### src/rtl/mdio_wb_sequencer.sv
// MDIO register access sequencer driving a MAC register port over Wishbone.
// Optional MIISTATUS poll limit enabled by defining MDIO_SEQ_TIMEOUT_EN.
module mdio_wb_sequencer #(
    parameter logic [4:0]  PHY_ADDR   = 5'd7,
    parameter logic [15:0] POLL_LIMIT = 16'd65535
) (
    input  logic        clk,
    input  logic        reset,
    input  logic        req_valid,
    output logic        req_ready,
    input  logic        req_write,
    input  logic [4:0]  req_reg,
    input  logic [15:0] req_wdata,
    output logic        rsp_valid,
    output logic [15:0] rsp_rdata,
    output logic        rsp_timeout,
    output logic        wb_stb,
    output logic        wb_cyc,
    output logic        wb_we,
    output logic [7:0]  wb_adr,
    output logic [31:0] wb_dat_o,
    input  logic [31:0] wb_dat_i,
    input  logic        wb_ack,
    output logic        busy
);

    localparam logic [7:0] A_ADDR = 8'h18;
    localparam logic [7:0] A_TXD  = 8'h1C;
    localparam logic [7:0] A_CMD  = 8'h20;
    localparam logic [7:0] A_STAT = 8'h24;
    localparam logic [7:0] A_RXD  = 8'h28;

    typedef enum logic [2:0] {
        S_IDLE, S_ADDR, S_TXD, S_CMD, S_STAT, S_CHECK, S_RXD, S_RSP
    } state_t;

    state_t      r_state;
    state_t      w_next;
    logic        r_done;
    logic        r_write;
    logic [4:0]  r_reg;
    logic [15:0] r_wdata;
    logic [15:0] r_cap;
    logic [15:0] r_rdata;
    logic        w_bus;
    logic        w_take;
    logic        w_accept;
    logic        w_timeout;

    assign w_bus = (r_state == S_ADDR) || (r_state == S_TXD) ||
                   (r_state == S_CMD)  || (r_state == S_STAT) ||
                   (r_state == S_RXD);
    // An access completes on the first ack seen while strobing.
    assign w_take   = w_bus && !r_done && wb_ack;
    assign w_accept = (r_state == S_IDLE) && req_valid;

`ifdef MDIO_SEQ_TIMEOUT_EN
    logic [15:0] r_poll;
    logic        r_timeout;

    assign w_timeout = (r_state == S_CHECK) && r_cap[1] &&
                       (r_poll >= POLL_LIMIT);

    // Count MIISTATUS reads; flag a give-up for the response.
    always_ff @(posedge clk or posedge reset) begin
        if (reset) begin
            r_poll    <= 16'd0;
            r_timeout <= 1'b0;
        end else if (w_accept) begin
            r_poll    <= 16'd0;
            r_timeout <= 1'b0;
        end else begin
            if (w_take && (r_state == S_STAT))
                r_poll <= r_poll + 16'd1;
            if (w_timeout)
                r_timeout <= 1'b1;
        end
    end

    assign rsp_timeout = (r_state == S_RSP) && r_timeout;
`else
    assign w_timeout   = 1'b0;
    assign rsp_timeout = 1'b0;
`endif

    // State register.
    always_ff @(posedge clk or posedge reset) begin
        if (reset)
            r_state <= S_IDLE;
        else
            r_state <= w_next;
    end

    // Next-state: each bus state advances the cycle after its ack.
    always_comb begin
        w_next = r_state;
        unique case (r_state)
            S_IDLE:  if (req_valid) w_next = S_ADDR;
            S_ADDR:  if (r_done) w_next = r_write ? S_TXD : S_CMD;
            S_TXD:   if (r_done) w_next = S_CMD;
            S_CMD:   if (r_done) w_next = S_STAT;
            S_STAT:  if (r_done) w_next = S_CHECK;
            S_CHECK: begin
                if (!r_cap[1])
                    w_next = r_write ? S_RSP : S_RXD;
                else if (w_timeout)
                    w_next = S_RSP;
                else
                    w_next = S_STAT;
            end
            S_RXD:   if (r_done) w_next = S_RSP;
            S_RSP:   w_next = S_IDLE;
            default: w_next = S_IDLE;
        endcase
    end

    // Outputs: bus fields decoded from state and latched request.
    always_comb begin
        wb_adr   = 8'h00;
        wb_dat_o = 32'd0;
        wb_we    = 1'b0;
        unique case (r_state)
            S_ADDR: begin
                wb_adr   = A_ADDR;
                wb_dat_o = {19'd0, r_reg, 3'd0, PHY_ADDR};
                wb_we    = 1'b1;
            end
            S_TXD: begin
                wb_adr   = A_TXD;
                wb_dat_o = {16'd0, r_wdata};
                wb_we    = 1'b1;
            end
            S_CMD: begin
                wb_adr   = A_CMD;
                wb_dat_o = r_write ? 32'd4 : 32'd2;
                wb_we    = 1'b1;
            end
            S_STAT:  wb_adr = A_STAT;
            S_RXD:   wb_adr = A_RXD;
            default: ;
        endcase
        wb_stb    = w_bus && !r_done;
        wb_cyc    = w_bus && !r_done;
        req_ready = (r_state == S_IDLE);
        busy      = (r_state != S_IDLE);
        rsp_valid = (r_state == S_RSP);
    end

    // Ack tracking, request latch and read-data capture.
    always_ff @(posedge clk or posedge reset) begin
        if (reset) begin
            r_done  <= 1'b0;
            r_write <= 1'b0;
            r_reg   <= 5'd0;
            r_wdata <= 16'd0;
            r_cap   <= 16'd0;
            r_rdata <= 16'd0;
        end else begin
            r_done <= w_take;
            if (w_accept) begin
                r_write <= req_write;
                r_reg   <= req_reg;
                r_wdata <= req_wdata;
            end
            if (w_take && ((r_state == S_STAT) || (r_state == S_RXD)))
                r_cap <= wb_dat_i[15:0];
            if ((r_state == S_RXD) && r_done)
                r_rdata <= r_cap;
        end
    end

    assign rsp_rdata = r_rdata;

endmodule
### config.mk
export PLATFORM = sky130hd
export DESIGN_NAME = mdio_wb_sequencer
export DESIGN_NICKNAME = d
export VERILOG_FILES = /design/src/rtl/mdio_wb_sequencer.sv
export SDC_FILE = /design/constraint.sdc
export NUM_CORES = 1
export LEC_CHECK = 0
export CORE_MARGIN = 3
export CORE_UTILIZATION = 42
export CTS_CLUSTER_DIAMETER = 30
export DETAILED_ROUTE_END_ITERATION = 6
export GPL_TIMING_DRIVEN = 0
export HOLD_SLACK_MARGIN = 0.15
export PLACE_DENSITY = 0.83
export SKIP_LAST_GASP = 1
export SYNTH_ARGS = -nofsm -noshare
export SYNTH_HDL_FRONTEND = slang
export SYNTH_SLANG_ARGS = --single-unit
### constraint.sdc
create_clock -name clk -period 2.3 [get_ports clk]
set_input_delay 0.46 -clock clk [delete_from_list [all_inputs] [get_ports clk]]
set_output_delay 0.46 -clock clk [all_outputs]
set_load 0.03 [all_outputs]
**After elaboration in Yosys (flattened, before gate mapping)**

Cells that the tools add are included.

- Bits in registers: 58
- Input port bits: 58
- Output and inout port bits: 63
- Logic and storage cells: 49

- Equal/unequal tests: 13
- Mux-type cells: 14
- Reduce and logical (&&, ||, !) cells: 15

Operators by type and width:

| kind | count |
|---|---|
| 16-bit case mux with 3 select lines | 1 |
| 6-bit case mux with 5 select lines | 1 |
| 3-bit case mux with 8 select lines | 1 |
| 3-bit 2-to-1 mux | 7 |
| 3-bit == test, second input constant | 4 |
| 2-bit != test, second input constant | 6 |
| 3-bit by 2-bit == test with 1-bit output, second input constant | 2 |
| 6-bit AND reduction | 1 |
| 1-bit logical AND | 5 |
| 1-bit logical OR | 5 |
| 3-bit by 1-bit == test with 1-bit output, second input constant | 1 |
| 3-bit zero test | 1 |
| 1-bit 2-to-1 mux | 3 |
| 3-bit nonzero test | 1 |
| 3-bit OR reduction | 1 |
| 2-bit 2-to-1 mux | 1 |
| 1-bit zero test | 1 |

**Logic depth before layout (Yosys ltp)**

Gate-level depths: netlist of the first run.

- Word-level depth: 8
- Mapped depth: 5
- Gate-level depth less buffers: 3

**Worst setup path before layout of the first run**

Ideal clock, no wire load.

- Path kind: reg2out
- From: register r_state[0]
- To: output port wb_stb
- Arrival: 2.019 ns
- Required time: 1.840 ns
- Setup slack: -0.179 ns
- Cell stages (with the launch flop): 5
- Path buffers: 2
- Cells stage by stage: dfrtp_1 -> buf_2 -> nor3_1 -> a211oi_1 -> buf_4

- Longest elaborated chain between the ends: 6
- Elaborated cells on any way between the ends: 10
- Those cells by class: eq/ne (5); reduce/logical (5)

RTL lines:

| item | line | text |
|---|---|---|
| start: declaration | 37 | `state_t r_state;` |
| start signal: assignment | 91 | `r_state <= w_next;` |
| 3-bit by 1-bit == test with 1-bit output / 3-bit by 2-bit == test with 1-bit output (equally long branches) | 50 | `assign w_bus = (r_state == S_ADDR) \|\| (r_state == S_TXD) \|\|` |
| 1-bit logical OR (2 in series) | 50 |  |
| 1-bit logical OR | 51 | `(r_state == S_CMD) \|\| (r_state == S_STAT) \|\|` |
| 1-bit logical OR * | 51 |  |
| 1-bit logical AND * | - |  |
| end: declaration | 17 | `output logic wb_stb,` |

Every way passes the cells marked *; elsewhere a longest branch is shown, timed or not.

**Worst setup path after layout of the first run**

- From: register r_state[1]
- To: output port wb_dat_o[15]

- Longest elaborated chain between the ends: 2
- Elaborated cells on any way between the ends: 4
- Those cells by class: eq/ne (3); mux (1)

RTL lines:

| item | line | text |
|---|---|---|
| 3-bit by 2-bit == test with 1-bit output / 3-bit by 1-bit == test with 1-bit output (equally long branches) | 122 | `unique case (r_state)` |
| 16-bit case mux with 3 select lines * | 122 |  |
| end: declaration | 21 | `output logic [31:0] wb_dat_o,` |

Marked as above.

==> flow_summary_export.csv, run 1 <==
group,metric,value,unit
drt,top_layer,"met4",
synth,ys_seq_area_share,51.90,%
floorplanning,initial_core_util,43.79,%
placed_design,io_buffers,83,
global_route,grt.overflow.total,0,
cts,htreeDepth,3,
critical_path,crit_family,"buffers and inverters",
drt,wl_met2,3.045,mm
drt,wire_per_inst,14.61,um
synth,yosysWarnings,0,
floorplanning,dieArea,7673,sq um
floorplanning,die_h,87.60,um
layout,area_growth,42.37,%
synth,yosys-top-cells-area,"dfrtp_1, mux2_2, mux2_4",
critical_path,worst_ep_required_time,1840,ps
synth,syn_area,2796,sq um
critical_path,cp_slowest_cell,"dfrtp_1",
sta,rsz0062_at_grt,"yes",
drt,wirelength,6.005,mm
critical_path,crit_type,"reg2out",
power_and_ir_drop,total_power,5501,uW
synth,synth_ff_type,"dfrtp_1",
synth,synth_seq_cells,58,
synth,synthArstFlopShare,100.0,%
drt,route.met3.wl,528,um
placed_design,gp_congestion,0.7314,
layout,final_util,62.34,%
synth,synthCells,213,
power_and_ir_drop,power_density,1382,nW/um^2
sta,clock_skew,9.309,ps
drt,m1WireLength,2.383,mm
synth,synth_edf_count,0,
synth,synthDistinctLibCells,33,
synth,syn_avg_cell_area,13.13,sq um
drt,vias_per_cell,4.706,
drt,drc,0,
sta,setup_violations,0,
layout,ff_latch_area,1451,sq um
critical_path,end_kind,"output port",
sta,period_share,96.62,%
critical_path,start_kind,"register",
cts,numCtsBuffers,9,
cts,cts_tree,"built",
drt,vias,1934,
synth,synth_top_area_share,51.90,%
sta,finalHoldViolations,0,
layout,drive_gt1_share,39.82,%
global_route,grt_max_degree,37,
critical_path,crit_chain,"clkbuf_4, inv_1, nor3_4, buf_4, and2_1, clkdlybuf4s15_2",
synth,synthTopCellsByCount,"dfrtp_1, mux2_2, buf_4",
outcome,run_status,"completed",
critical_path,crit_path_max_incr_delay,320,ps
global_route,antenna_found_initial,0,
critical_path,path_max_fanout,8,
layout,num_antenna_cells,0,
floorplanning,die_w,87.60,um
cts,cts-root-buf,"clkbuf_8",
sta,period_needed,2222,ps
synth,synth_top_area_cell,"dfrtp_1",
cts,clk_pin_slew,70,ps
sta,timing.fmax,450.0,MHz
synth,yosysMostFrequentCell,"dfrtp_1",
drt,drt-pass1-iter-count,4,
floorplanning,ioPinCount,121,
critical_path,arrival,1760,ps
drt,ant_nets,0,
power_and_ir_drop,power_leakage,0.001913,uW
layout,fillCellCount,549,
floorplanning,floorplan.core_area,6386,sq um
layout,multiInputGateArea,1155,sq um
global_route,grt_pass1_wl,9.680,mm
critical_path,cp.buffers_inverters,4,
cts,clk_latency,340,ps
sta,slew_viol_final,0,
global_route,track_usage,16.66,%
power_and_ir_drop,ir_worst_vdd,0.9701,mV
global_route,grt_pass1_vias,2018,
placed_design,dp_hpwl,4.333,mm
layout,finalNetCount,387,
min_path,hold_path_class,"in2async",
drt,initialDrtViolationCount,89,
floorplanning,rows,29,
cts,cts.path.max_buffers,2,
flow_run,max-cap-violations,0,
cts,clock_sinks,58,
## cell families (layout without fill, tap and decap cells)
| kind of cell | count (synthesis) | count (layout) | share of synthesized area, % |
|---|---|---|---|
| flip-flops | 58 | 58 | 51.90 |
| multiplexers | 56 | 56 | 25.01 |
| AO/OA/AOI/OAI | 18 | 18 | 3.982 |
| buffers and inverters | 40 | 141 | 10.07 |
| AND/OR/NAND/NOR | 39 | 39 | 8.591 |
| XOR/XNOR | 1 | 1 | 0.3133 |
| other | 1 | 21 | 0.1341 |
## metrics by stage
step | hold WS (ps) | TNS (ps) | area [sq um] | std cells | setup WS, ps
after global placement | 467.4 | -37790 | 3804 | 393 | -591.7
final | 459.8 | 0 | 3981 | 411 | 77.84
after floorplan | 454.1 | 0 | 2877 | 233 | 6.886
after CTS | 467.2 | -88.55 | 4058 | 411 | -88.55
after detailed placement | 475.6 | -4194 | 3824 | 394 | -353.2
after global routing | 500.7 | -39.45 | 3981 | 411 | -34.55
## layout make-up
cell class | instances | share of cell area (%)
flip-flops and latches | 58 | 36.45
plain buffers | 37 | 7.291
multi-input cells | 135 | 29.01
well taps | 77 | 2.420
repair buffers | 85 | 19.64
clock buffers | 10 | 3.206
clock inverters | 6 | 1.697
inverters | 3 | 0.2828
## cells in the final DEF (no fill, tap or decap), drive strengths merged
| cell type | instances |
|---|---|
| mux2 | 54 |
| dlygate4sd2 | 3 |
| and2 | 9 |
| inv | 3 |
| clkinvlp | 2 |
| clkdlybuf4s15 | 6 |
| conb | 21 |
| a31oi | 1 |
| nand3 | 1 |
| nor2b | 2 |
| bufinv | 1 |
| mux2i | 2 |
| nor3 | 2 |
| clkdlybuf4s50 | 57 |
| o21ai | 6 |
| a21oi | 3 |
| and3 | 1 |
| clkbuf | 19 |
| buf | 46 |
| nor3b | 1 |
| o211ai | 1 |
| nand2b | 1 |
| nor4b | 1 |
| dfrtp | 58 |
| dlygate4sd1 | 1 |
| xnor2 | 1 |
| nand4b | 1 |
| and4bb | 1 |
| a211oi | 1 |
| nand2 | 5 |
| a22oi | 6 |
| clkinv | 3 |
| and3b | 1 |
| nor2 | 13 |
## repair_timing
item,4_1_cts,5_1_grt
resized for setup,77,36
pin swaps,1,0
hold buffers,0,0
setup buffers,1,0
setup endpoints to repair,26,23
## path summary, 6_finish.rpt
path	to	cells after the start	from	slack (ps)
setup / recovery	wb_dat_o[15]	6	r_state[1]	80
hold / removal	r_wdata[13]	2	reset	460
setup reg to reg	r_wdata[8]	4	r_state[2]	590
hold reg to reg	r_cap[0]	1	r_cap[0]	490
max in group asynchronous	r_state[2]	3	reset	1270
min in group clk	r_cap[0]	1	r_cap[0]	490
## power breakdown
part           internal [uW]  total (uW)  switching, uW
clock                    501         921            420
combinational           1300        2850           1550
sequential              1480        1730            247
## per-layer routing
metal,vias to the layer above,global-route usage [%]
li1,916,-
met1,936,19.90
met2,76,27.74
met3,6,7.244
met4,0,4.184
met5,-,0
Power figures use the tool's default switching activity.
==> run 2: changes to the inputs <==
Settings changed: PLACE_DENSITY 0.83 to 0.9.
==> flow_summary_export.csv, run 2 (synthesis gave the netlist of run 1 again) <==
group,metric,value,unit
outcome,run_status,"completed",
critical_path,crit_type,"reg2out",
cts,cts.path.max_buffers,2,
global_route,grt_max_degree,32,
cts,htreeDepth,3,
floorplanning,ioPinCount,121,
min_path,hold_path_class,"reg2reg",
drt,wire_per_inst,15.17,um
power_and_ir_drop,power.switching,2222,uW
global_route,grt_pass1_wl,9.867,mm
power_and_ir_drop,clkPwrFrac,18.9,%
cts,cts-root-buf,"clkbuf_8",
cts,hold_buffers,0,
critical_path,r2r_cells,4,
sta,rsz0062_at_grt,"yes",
power_and_ir_drop,p_int,3451,uW
floorplanning,initial_core_util,43.79,%
critical_path,cp.buffers_inverters,3,
drt,vias,1946,
critical_path,crit_family,"buffers and inverters",
cts,numCtsBuffers,9,
placed_design,gp_congestion,0.7567,
layout,drive_gt1_share,39.22,%
sta,setup_violations,0,
power_and_ir_drop,ir_worst_vdd,0.8164,mV
placed_design,io_buffers,83,
critical_path,worst_ep_required_time,1840,ps
global_route,antenna_found_initial,0,
critical_path,cp_slowest_cell,"clkdlybuf4s15_1",
floorplanning,die_h,87.60,um
floorplanning,floorplan.core_area,6386,sq um
placed_design,pre_cts_ws,-319.0,ps
sta,slew_headroom,56.23,%
critical_path,reg2reg_slack,540,ps
sta,worst_pin_slew,655.5,ps
drt,drc,0,
drt,vias_per_cell,4.735,
power_and_ir_drop,power_leakage,0.001939,uW
layout,final_util,62.79,%
power_and_ir_drop,seqPwrFrac,30.7,%
layout,multiInputGateArea,1160,sq um
cts,clk_latency,330,ps
critical_path,start_kind,"register",
power_and_ir_drop,switching_share,39.17,%
flow_run,max-cap-violations,0,
min_path,hold_depth,1,
critical_path,cp.depth,5,
sta,slew_viol_final,0,
layout,fillCellCount,525,
cts,clock_sinks,58,
sta,finalHoldViolations,0,
sta,period_share,96.75,%
global_route,grt.overflow.total,0,
power_and_ir_drop,combPwrFrac,50.4,%
drt,ant_nets,0,
drt,drt-pass1-iter-count,4,
floorplanning,dieArea,7673,sq um
sta,period_needed,2225,ps
layout,ff_latch_area,1451,sq um
sta,clock_skew,8.720,ps
drt,wirelength,6.233,mm
layout,finalNetCount,387,
sta,timing.fmax,449.4,MHz
cts,clk_pin_slew,60,ps
critical_path,path_max_fanout,7,
layout,area_growth,43.40,%
drt,initialDrtViolationCount,90,
global_route,grt_pass1_vias,2010,
sta,setup_slack,74.79,ps
layout,final_cell_mix,"dfrtp_1, clkdlybuf4s50_1, mux2_2",
critical_path,crit_chain,"buf_2, inv_1, nor3_4, and2_1, clkdlybuf4s15_1",
cts,cts_tree,"built",
critical_path,end_kind,"output port",
floorplanning,die_w,87.60,um
sta,fin_tns_setup,0,ps
layout,layout_commonest_cell,"dfrtp_1",
critical_path,crit_path_max_incr_delay,360,ps
power_and_ir_drop,power_density,1415,nW/um^2
placed_design,dp_hpwl,4.569,mm
floorplanning,rows,29,
critical_path,arrival,1770,ps
layout,num_antenna_cells,0,
global_route,track_usage,16.95,%
run 2: layer usage:
layer / part of all wire, % / up-vias / track usage [%]
li1: - / 915 / -
met1: 39 / 954 / 19.45
met2: 53 / 69 / 29.79
met3: 6.5 / 8 / 4.798
met4: 1.2 / 0 / 6.695
met5: 0 / - / 0
run 2: worst register-to-register path, delay by kind of cell (launching register included):
family                 cells  cell delay [ps]
AND/OR/NAND/NOR            1              540
buffers and inverters      2              420
flip-flops                 1              380
multiplexers               1              320
run 2: path summary, 6_finish.rpt:
kind	to	start
max	wb_dat_o[6]	r_state[1]
min	r_cap[0]	r_cap[0]
max reg2reg	r_wdata[0]	r_state[2]
min reg2reg	r_cap[0]	r_cap[0]
max in group asynchronous	r_wdata[11]	reset
min in group asynchronous	rsp_rdata[3]	reset
run 2: power groups by stage:
stage	Clock, uW	Combinational [uW]	Sequential, uW
finish	1070	2860	1740
floorplan	0	1830	1860
CTS	1090	2940	1740
global route	1140	3040	1800
detailed placement	0	3000	1750
global placement	0	2920	1720
run 2: final cells by class:
cell class / count / area share, %
plain buffers: 37 / 7.083
clock buffers: 12 / 3.869
repair buffers: 85 / 19.41
clock inverters: 4 / 1.841
flip-flops and latches: 58 / 36.19
inverters: 3 / 0.2808
multi-input cells: 135 / 28.92
well taps: 77 / 2.402
run 2: repair_timing:
item                                   4_1_cts  5_1_grt
endpoints found under the hold margin        0        0
setup buffers                                0        1
setup endpoints to repair                   25       24
resized for setup                           62       34
gates cloned                                 0        0
run 2: stage by stage:
step	total power [uW]	std cells	hold WS [ps]	cell area, sq um
floorplan	3692	233	454.1	2877
global placement	4644	393	466.8	3804
detailed placement	4751	394	489.2	3824
CTS	5771	410	503.9	4076
global route	5974	411	525.6	4010
finish	5673	411	493.8	4010
==> run 3: changes to the inputs <==
Settings changed: ABC_CLOCK_PERIOD_IN_PS set to 2300, CORE_MARGIN 3 to unset.
==> flow_summary_export.csv, run 3 (synthesis gave the netlist of run 1 again) <==
group,metric,value,unit
outcome,run_status,"completed",
layout,multiInputGateArea,1165,sq um
global_route,grt_pass1_wl,9.660,mm
critical_path,path_max_fanout,10,
drt,route.met3.wl,344,um
critical_path,crit_type,"reg2out",
layout,layout_commonest_cell,"dfrtp_1",
placed_design,io_buffers,83,
layout,area_growth,44.03,%
sta,timing.fmax,446.4,MHz
sta,period_share,97.40,%
drt,wirelength,6.006,mm
placed_design,place_area,3824,sq um
floorplanning,dieArea,6988,sq um
layout,final_util,63.07,%
drt,vias,1952,
drt,m1WireLength,2.542,mm
critical_path,arrival,1780,ps
cts,htreeDepth,3,
drt,wl_met2,2.982,mm
sta,worst_pin_slew,555.9,ps
layout,finalNetCount,388,
floorplanning,floorplan.core_area,6386,sq um
global_route,track_usage,17.70,%
critical_path,crit-reg2reg-launch,"r_state[2]",
drt,initialDrtViolationCount,71,
cts,cts-root-buf,"clkbuf_8",
min_path,worstHoldStart,"r_cap[0]",
cts,clock_sinks,58,
layout,ff_latch_area,1451,sq um
cts,cts_tree,"built",
critical_path,end_kind,"output port",
floorplanning,ioPinCount,121,
power_and_ir_drop,ir_worst_vdd,0.6559,mV
floorplanning,die_h,83.60,um
power_and_ir_drop,power_density,1387,nW/um^2
drt,drc,0,
sta,clock_skew,10.85,ps
drt,drt-pass1-iter-count,4,
layout,drive_gt1_share,40.12,%
floorplanning,die_w,83.60,um
sta,slew_headroom,62.89,%
sta,setup_violations,0,
critical_path,critical_path.startpoint,"r_state[2]",
layout,fin_area,4028,sq um
sta,finalHoldViolations,0,
sta,period_needed,2240,ps
critical_path,start_kind,"register",
cts,cts.path.max_buffers,2,
sta,hold_slack,486.2,ps
placed_design,gp_congestion,0.7666,
min_path,hold_path_class,"reg2reg",
sta,rsz0062_at_grt,"no",
floorplanning,initial_core_util,43.79,%
flow_run,max-cap-violations,0,
cts,numCtsBuffers,9,
cts,clk_pin_slew,60,ps
layout,fillCellCount,517,
power_and_ir_drop,power_leakage,0.001914,uW
floorplanning,rows,29,
drt,ant_nets,0,
layout,final_cell_mix,"dfrtp_1, clkdlybuf4s50_1, mux2_2",
critical_path,worst_ep_required_time,1840,ps
power_and_ir_drop,total_power,5586,uW
drt,top_layer,"met4",
sta,slew_viol_final,0,
global_route,grt_pass1_vias,2018,
drt,wire_per_inst,14.61,um
drt,vias_per_cell,4.749,
cts,clk_latency,330,ps
layout,num_antenna_cells,0,
global_route,antenna_found_initial,0,
placed_design,dp_hpwl,4.285,mm
global_route,grt_max_degree,34,
global_route,grt.overflow.total,0,
[run 3: cell types whose count changed in the layout (fill, tap and decap cells not counted), sizes merged]
cell / previous run / this run
buf: 42 / 35
clkdlybuf4s15: 5 / 10
clkinvlp: 0 / 2
dlygate4sd2: 3 / 5
bufinv: 2 / 1
clkbuf: 25 / 24
clkdlybuf4s18: 1 / 2
dlymetal6s2s: 1 / 0
[run 3: worst max-delay path: stages (launching register included)]
cell and delay [ps]:
dfrtp_1 370, buf_6 150, clkbuf_2 190, buf_2 220, a21oi_1 130, clkdlybuf4s15_1 390
[run 3: path summary, 6_finish.rpt]
| kind | slack (ps) | to | cells past startpoint |
|---|---|---|---|
| min in group asynchronous | 500 | r_cap[15] | 2 |
| worst max register to register | 580 | r_wdata[15] | 4 |
| worst min-delay path | 490 | r_cap[0] | 1 |
| max in group asynchronous | 1240 | r_reg[3] | 3 |
| worst min register to register | 490 | r_cap[0] | 1 |
| worst max-delay path | 60 | wb_adr[4] | 5 |
[run 3: stage by stage]
stage	cells	TNS, ps	worst slack [ps]
floorplan	233	0	6.886
global placement	393	-35720	-560.5
detailed placement	394	-4809	-397.6
CTS	410	-59.12	-59.12
global route	411	0	8.053
finish	411	0	59.85
[run 3: report_power, final]
group	internal, uW	switching (uW)
Combinational	1360	1580
Clock	519	398
Sequential	1490	242
[run 3: layout make-up]
cell class                 count  area share, %
buffer                        37          7.114
sequential                    58          36.04
inverter                       3         0.2796
multi-input combinational    135          28.92
clock inverter                 5          1.367
tap                           77          2.392
clock buffer                  10          3.417
timing repair buffer          86          20.47
[run 3: routing by layer]
metal	vias up	track usage, %
met4	0	8.629
met1	945	22.03
met3	13	4.451
li1	917	-
met5	-	0
met2	77	28.75
[run 3: what timing repair did]
item	CTS	global route
setup endpoints to repair	26	22
buffers inserted	1	1
resized for setup	66	18
hold buffers	0	0
pin swaps	1	0
